$ cat src/rtl/inidata_pkg.sv
// rtl/inidata_pkg.sv - shared defaults, FSM state and beat field offsets for the INIDATA sequencer.
// Used by inidata_seq and inidata_seq_if.
package inidata_pkg;

  localparam int DATA_W_DEF = 512;
  localparam int CNT_W_DEF  = 8;
  localparam int HALO_DEF   = 2;

  // Six 64-bit physics fields packed into bits [511:128] of each beat.
  localparam int FIELD_W   = 64;
  localparam int R_LSB     = 128;
  localparam int ALPHA_LSB = 192;
  localparam int K_LSB     = 256;
  localparam int PHI_LSB   = 320;
  localparam int PI_M_LSB  = 384;
  localparam int PSI_LSB   = 448;

  typedef enum logic [1:0] {
    ST_IDLE  = 2'd0,
    ST_LOAD  = 2'd1,
    ST_DRAIN = 2'd2,
    ST_SWEEP = 2'd3
  } state_t;

endpackage

$ cat src/rtl/inidata_seq_if.sv
// rtl/inidata_seq_if.sv - upstream beat stream, buffer write port and calc read handshake.
// master = environment side, slave = sequencer side.
interface inidata_seq_if
  import inidata_pkg::*;
#(
  parameter int DATA_W = DATA_W_DEF,
  parameter int CNT_W  = CNT_W_DEF
);
  logic              in_valid;
  logic              in_ready;
  logic [DATA_W-1:0] in_data;
  logic [DATA_W-1:0] cal_in_data;
  logic [CNT_W-1:0]  wr_cnt;
  logic [CNT_W-1:0]  rd_cnt;
  logic              rd_valid;
  logic              rd_ready;

  modport master (
    output in_valid, in_data, rd_ready,
    input  in_ready, cal_in_data, wr_cnt, rd_cnt, rd_valid
  );

  modport slave (
    input  in_valid, in_data, rd_ready,
    output in_ready, cal_in_data, wr_cnt, rd_cnt, rd_valid
  );
endinterface

$ cat src/rtl/inidata_seq.sv
// rtl/inidata_seq.sv - load/drain/sweep sequencer feeding a stencil buffer and its calc stage.
// Optional INIDATA_SEQ_OVERLAP_EN: sweep reads start as soon as each stencil window has landed.
module inidata_seq
  import inidata_pkg::*;
#(
  parameter int DATA_W = DATA_W_DEF,
  parameter int CNT_W  = CNT_W_DEF,
  parameter int HALO   = HALO_DEF
) (
  input  logic             clk,
  input  logic             rst,
  input  logic             start,
  input  logic [CNT_W-1:0] num_pts,
  inidata_seq_if.slave     bus,
  output logic             busy,
  output logic             done,
  output logic             err
);
  localparam logic [CNT_W-1:0] MIN_PTS = CNT_W'(2 * HALO + 1);
  localparam logic [CNT_W-1:0] HALO_C  = CNT_W'(HALO);
  localparam logic [CNT_W-1:0] ONE     = CNT_W'(1);

  state_t            state_q, state_d;
  logic [CNT_W-1:0]  n_q, n_d;
  logic [CNT_W-1:0]  last_q, last_d;
  logic [CNT_W-1:0]  acc_cnt_q, acc_cnt_d;
  logic [CNT_W-1:0]  wr_cnt_q, wr_cnt_d;
  logic [CNT_W-1:0]  rd_cnt_q, rd_cnt_d;
  logic [DATA_W-1:0] cal_in_data_q, cal_in_data_d;
  logic              busy_q, busy_d;
  logic              done_q, done_d;
  logic              err_q, err_d;
  logic              in_ready, rd_valid, accept, xfer;

`ifdef INIDATA_SEQ_OVERLAP_EN
  // Count of beats already written into the buffer (accepts lag by the write latency).
  logic [CNT_W-1:0] landed_q, landed_d;
  assign rd_valid = ((state_q == ST_LOAD) || (state_q == ST_SWEEP)) &&
                    (({1'b0, rd_cnt_q} + {1'b0, HALO_C}) < {1'b0, landed_q});
`else
  assign rd_valid = (state_q == ST_SWEEP);
`endif

  assign in_ready = (state_q == ST_LOAD);
  assign accept   = bus.in_valid && in_ready;
  assign xfer     = rd_valid && bus.rd_ready;

  always_comb begin
    state_d       = state_q;
    n_d           = n_q;
    last_d        = last_q;
    acc_cnt_d     = acc_cnt_q;
    wr_cnt_d      = wr_cnt_q;
    rd_cnt_d      = rd_cnt_q;
    cal_in_data_d = cal_in_data_q;
    err_d         = err_q;
    done_d        = 1'b0;
`ifdef INIDATA_SEQ_OVERLAP_EN
    landed_d      = landed_q;
`endif

    if (accept) begin
      cal_in_data_d = bus.in_data;
      wr_cnt_d      = acc_cnt_q;
      acc_cnt_d     = acc_cnt_q + ONE;
    end

    case (state_q)
      ST_IDLE: begin
        if (start) begin
          if (num_pts >= MIN_PTS) begin
            state_d   = ST_LOAD;
            n_d       = num_pts;
            last_d    = num_pts - ONE - HALO_C;
            acc_cnt_d = '0;
            rd_cnt_d  = HALO_C;
            err_d     = 1'b0;
`ifdef INIDATA_SEQ_OVERLAP_EN
            landed_d  = '0;
`endif
          end else begin
            err_d  = 1'b1;
            done_d = 1'b1;
          end
        end
      end
      ST_LOAD: begin
`ifdef INIDATA_SEQ_OVERLAP_EN
        landed_d = acc_cnt_q;
        if (accept && (acc_cnt_q == n_q - ONE)) state_d = ST_SWEEP;
`else
        if (accept && (acc_cnt_q == n_q - ONE)) state_d = ST_DRAIN;
`endif
      end
      ST_DRAIN: state_d = ST_SWEEP;
      ST_SWEEP: begin
`ifdef INIDATA_SEQ_OVERLAP_EN
        landed_d = acc_cnt_q;
`endif
      end
      default: state_d = ST_IDLE;
    endcase

    // Final window hands back to IDLE; rd_cnt is left on the last index.
    if (xfer) begin
      if (rd_cnt_q == last_q) begin
        state_d = ST_IDLE;
        done_d  = 1'b1;
      end else begin
        rd_cnt_d = rd_cnt_q + ONE;
      end
    end

    busy_d = (state_d != ST_IDLE);
  end

  always_ff @(posedge clk or posedge rst) begin
    if (rst) begin
      state_q       <= ST_IDLE;
      n_q           <= '0;
      last_q        <= '0;
      acc_cnt_q     <= '0;
      wr_cnt_q      <= '0;
      rd_cnt_q      <= '0;
      cal_in_data_q <= '0;
      busy_q        <= 1'b0;
      done_q        <= 1'b0;
      err_q         <= 1'b0;
`ifdef INIDATA_SEQ_OVERLAP_EN
      landed_q      <= '0;
`endif
    end else begin
      state_q       <= state_d;
      n_q           <= n_d;
      last_q        <= last_d;
      acc_cnt_q     <= acc_cnt_d;
      wr_cnt_q      <= wr_cnt_d;
      rd_cnt_q      <= rd_cnt_d;
      cal_in_data_q <= cal_in_data_d;
      busy_q        <= busy_d;
      done_q        <= done_d;
      err_q         <= err_d;
`ifdef INIDATA_SEQ_OVERLAP_EN
      landed_q      <= landed_d;
`endif
    end
  end

  assign bus.in_ready    = in_ready;
  assign bus.rd_valid    = rd_valid;
  assign bus.rd_cnt      = rd_cnt_q;
  assign bus.wr_cnt      = wr_cnt_q;
  assign bus.cal_in_data = cal_in_data_q;
  assign busy            = busy_q;
  assign done            = done_q;
  assign err             = err_q;

endmodule
$ cat src/flat_wrapper.sv
// flat-port wrapper written by rule: the top's interface ports become plain ports
module inidata_seq_flat import inidata_pkg::*;
#(
  parameter int DATA_W = DATA_W_DEF,
  parameter int CNT_W  = CNT_W_DEF,
  parameter int HALO   = HALO_DEF
)
  (clk, rst, start, num_pts, busy, done, err, bus_in_valid, bus_in_data, bus_rd_ready, bus_in_ready, bus_cal_in_data, bus_wr_cnt, bus_rd_cnt, bus_rd_valid);
  inidata_seq_if #(.DATA_W(DATA_W), .CNT_W(CNT_W)) bus_i ();
  input  logic clk;
  input  logic rst;
  input  logic start;
  input  logic [CNT_W-1:0] num_pts;
  output logic busy;
  output logic done;
  output logic err;
  input wire logic [$bits(bus_i.in_valid)-1:0] bus_in_valid;
  input wire logic [$bits(bus_i.in_data)-1:0] bus_in_data;
  input wire logic [$bits(bus_i.rd_ready)-1:0] bus_rd_ready;
  output wire logic [$bits(bus_i.in_ready)-1:0] bus_in_ready;
  output wire logic [$bits(bus_i.cal_in_data)-1:0] bus_cal_in_data;
  output wire logic [$bits(bus_i.wr_cnt)-1:0] bus_wr_cnt;
  output wire logic [$bits(bus_i.rd_cnt)-1:0] bus_rd_cnt;
  output wire logic [$bits(bus_i.rd_valid)-1:0] bus_rd_valid;
  assign bus_i.in_valid = bus_in_valid;
  assign bus_i.in_data = bus_in_data;
  assign bus_i.rd_ready = bus_rd_ready;
  assign bus_in_ready = bus_i.in_ready;
  assign bus_cal_in_data = bus_i.cal_in_data;
  assign bus_wr_cnt = bus_i.wr_cnt;
  assign bus_rd_cnt = bus_i.rd_cnt;
  assign bus_rd_valid = bus_i.rd_valid;
  inidata_seq #(.DATA_W(DATA_W), .CNT_W(CNT_W), .HALO(HALO)) u_core (.clk(clk), .rst(rst), .start(start), .num_pts(num_pts), .bus(bus_i), .busy(busy), .done(done), .err(err));
endmodule
$ cat config.mk
export PLATFORM = sky130hd
export DESIGN_NAME = inidata_seq_flat
export DESIGN_NICKNAME = d
export VERILOG_FILES = /design/src/rtl/inidata_pkg.sv /design/src/rtl/inidata_seq_if.sv /design/src/rtl/inidata_seq.sv /design/src/flat_wrapper.sv
export SDC_FILE = /design/constraint.sdc
export NUM_CORES = 1
export LEC_CHECK = 0
export CAP_MARGIN = 15
export CELL_PAD_IN_SITES_DETAIL_PLACEMENT = 1
export CELL_PAD_IN_SITES_GLOBAL_PLACEMENT = 1
export CORE_AREA = 2 2 413 415
export DETAILED_ROUTE_END_ITERATION = 6
export DIE_AREA = 0 0 415 417
export PLACE_DENSITY = 0.49
export SLEW_MARGIN = 20
export SYNTH_ARGS = -nofsm -noshare
export SYNTH_HDL_FRONTEND = slang
export SYNTH_SLANG_ARGS = --single-unit
$ cat constraint.sdc
create_clock -name clk -period 49.2 [get_ports clk]
set_input_delay 9.84 -clock clk [delete_from_list [all_inputs] [get_ports clk]]
set_output_delay 9.84 -clock clk [all_outputs]
set_load 0.01 [all_outputs]
==> results.toml <==
[routing]
drc = 0
drtIter0Drc = 988
vias_per_cell = 3.46
top_layer_used = "met5"
dr.pass1.iters = 4
vias = 19900
route.met2.wl_mm = 57.0
drt.antenna.violating_nets = 0
wire_per_inst_um = 19.9
wl_met3_mm = 9.23
met1_length_mm = 44.0
drt_wl_total_mm = 114

[synth]
seq_area_frac_synth = 0.652
synth.largest_area_cell = "dfrtp_1"
netlist_instances = 2417
synth_cell_type_count = 43
ys_warn_count = 0
synth_area_leaders = "dfrtp_1 65%, nand2_1 28%, clkbuf_1 1.6%, xor2_1 0.94%, buf_2 0.56%"
ys.flop_type = "dfrtp_1"
ys_ff_latch = 557
netlist.area_leader.share = 0.652
async_flop_share = 1.00
mappedNetlistArea_sq_um = 21400
yosysMostFrequentCell = "nand2_1"
synthTopCellsByCount = "1606 x nand2_1, 557 x dfrtp_1, 93 x clkbuf_1"
synth-edff-count = 0
synth_fp_nets = 2948
synth_area_per_cell_sq_um = 8.85

[worst_setup_path]
crit_required_ns = 49.78
path_cells = "clkdlybuf4s50_1, and3b_4, buf_4, buf_4, buf_4, buf_4, nand2_1, nand2_1"
cpMostUsedCell = "buf_4"
critPathBufInv = 5
cp_max_fo = 90
worstPathArrival_ns = 14.30
cp_top_family = "buffers and inverters"
cp_slowest_cell = "buf_4"
slowest_delay_ns = 0.89
critPathLaunchType = "primary input"
critical_path_class = "in2reg"
end_kind = "flop"

[run_status]
status = "completed"

[timing]
hold_viol_final = 0
rsz0062_at_grt = "no"
period_needed_ns = 13.72
skew_ns = 0.0382
drv_slew = 0
setup_tns_ns = 0
setup_violations = 0
fmax_mhz = 72.9
slew-limit-headroom = 0.264
tightest_slew_ns = 1.10
finalCritPeriodShare = 0.279
hold_ws_ns = 0.469

[floorplan]
dieArea_sq_um = 173000
core_area_sq_um = 169000
initial_core_util = 0.127
io_pins = 1058
num_rows = 151
die_y_um = 417
fp.dieW_um = 415

[placement]
io_buffer_count = 1057
hpwl_mm = 87.3
placed_area_sq_um = 34400
gp_congestion = 0.872

[layout]
fin_area_sq_um = 37100
multi_input_area_sq_um = 6940
seq_area_sq_um = 13900
nFillCells = 19700
nets = 3982
drive_above_1_share = 0.0408
area_growth_syn_to_layout_pct = 73.4
utilization = 0.220

[grt]
first_global_vias = 20800
grt_pass1_wl_mm = 159
antenna_found_initial = 46
grt_overflow = 0
track_usage = 0.127
grt_max_degree = 179

[clock_network]
cts.sinks = 557
cts.hold.buffers_added = 0
htreeDepth = 3
cts_root_buf = "clkbuf_16"
cts_setup_buffers = 0
clock_latency_ns = 0.68
cts_buffers = 77
clockBufferDepth = 3
cts_tree = "yes"
path_clk_slew_ns = 0.06
cts_resized = 0

[pwr]
power_density_nw_per_um2 = 65.9
leakage_nw = 17.3
vdd_drop_max_mv = 0.0327

[hold_path]
hp-class = "reg2reg"

[job]
max_cap_viol_count = 0
-- layout by cell type (no fill, tap or decap), drive strengths merged, types with 7 or more instances in the layout --
master	n
nand2	1606
clkdlybuf4s50	1057
dfrtp	557
clkbuf	112
xor2	23
buf	21
clkinv	16
nor2	14
diode	13
o21ai	12
nand4	7
bufinv	7
inv	7
-- cell type report --
class | instances | area share
timing repair buffer | 1078 | 0.290
clock inverter | 25 | 0.0116
sequential | 557 | 0.376
multi-input combinational | 1731 | 0.187
inverter | 6 | 0.000810
antenna | 13 | 0.000877
tap | 2218 | 0.0748
clock buffer | 112 | 0.0587
-- cells by family after synthesis --
| group | share of synthesized area |
|---|---|
| xor+xnor | 0.0115 |
| simple gates | 0.297 |
| fa+ha+maj | 0.00351 |
| compound gates | 0.0116 |
| buf+inv | 0.0244 |
| mux | 0.000468 |
| flops | 0.652 |
-- registers in the layout, summed over array words and instances, names as in the netlist --
name	count
u_core.bus.cal_in_data	512
u_core.busy	1
u_core.err	1
u_core.acc_cnt_q	8
u_core.done	1
u_core.n_q	8
u_core.state_q	2
u_core.bus.rd_cnt	8
u_core.bus.wr_cnt	8
u_core.last_q	8
-- routing by layer --
metal  track usage  up-vias
met5             0        -
met4        0.0407       64
met3        0.0522      194
met2         0.220      560
met1         0.141     9610
li1              -     9425
-- path summary, 6_finish.rpt --
check,from,to,slack [ns],depth (start not counted)
setup / recovery,bus_in_valid,u_core.bus.cal_in_data[60]$_DFFE_PP0P_,35.48,8
hold / removal,u_core.bus.cal_in_data[284]$_DFFE_PP0P_,u_core.bus.cal_in_data[284]$_DFFE_PP0P_,0.47,2
setup reg to reg,u_core.state_q[1]$_DFF_PP0_,u_core.bus.cal_in_data[60]$_DFFE_PP0P_,44.60,7
hold reg to reg,u_core.bus.cal_in_data[284]$_DFFE_PP0P_,u_core.bus.cal_in_data[284]$_DFFE_PP0P_,0.47,2
max in group asynchronous,rst,u_core.bus.cal_in_data[412]$_DFFE_PP0P_,36.35,5
min in group asynchronous,rst,u_core.bus.cal_in_data[242]$_DFFE_PP0P_,9.67,2
-- through the flow --
step	setup WS (ns)	power (W)	std cells
finish	35.48	0.00244	5740
CTS	35.48	0.00251	5727
global placement	34.76	0.00189	5590
global route	35.16	0.00261	5736
detailed placement	34.75	0.00190	5590
floorplan	23.78	0.00119	2417
-- worst reg2reg max path, cell delays in order, from the launching register on --
cell	delay [ns]
dfrtp_1	0.50
and3b_4	0.59
buf_4	0.74
buf_4	0.78
buf_4	0.67
buf_4	0.94
nand2_1	0.20
nand2_1	0.11
-- power breakdown --
group	switching, W	internal (W)	total, W
logic	0.000546	0.000495	0.00104
clock network	0.000235	0.000347	0.000582
registers	0.000145	0.000675	0.000820
Note: power is estimated with default switching activity, not from simulation.
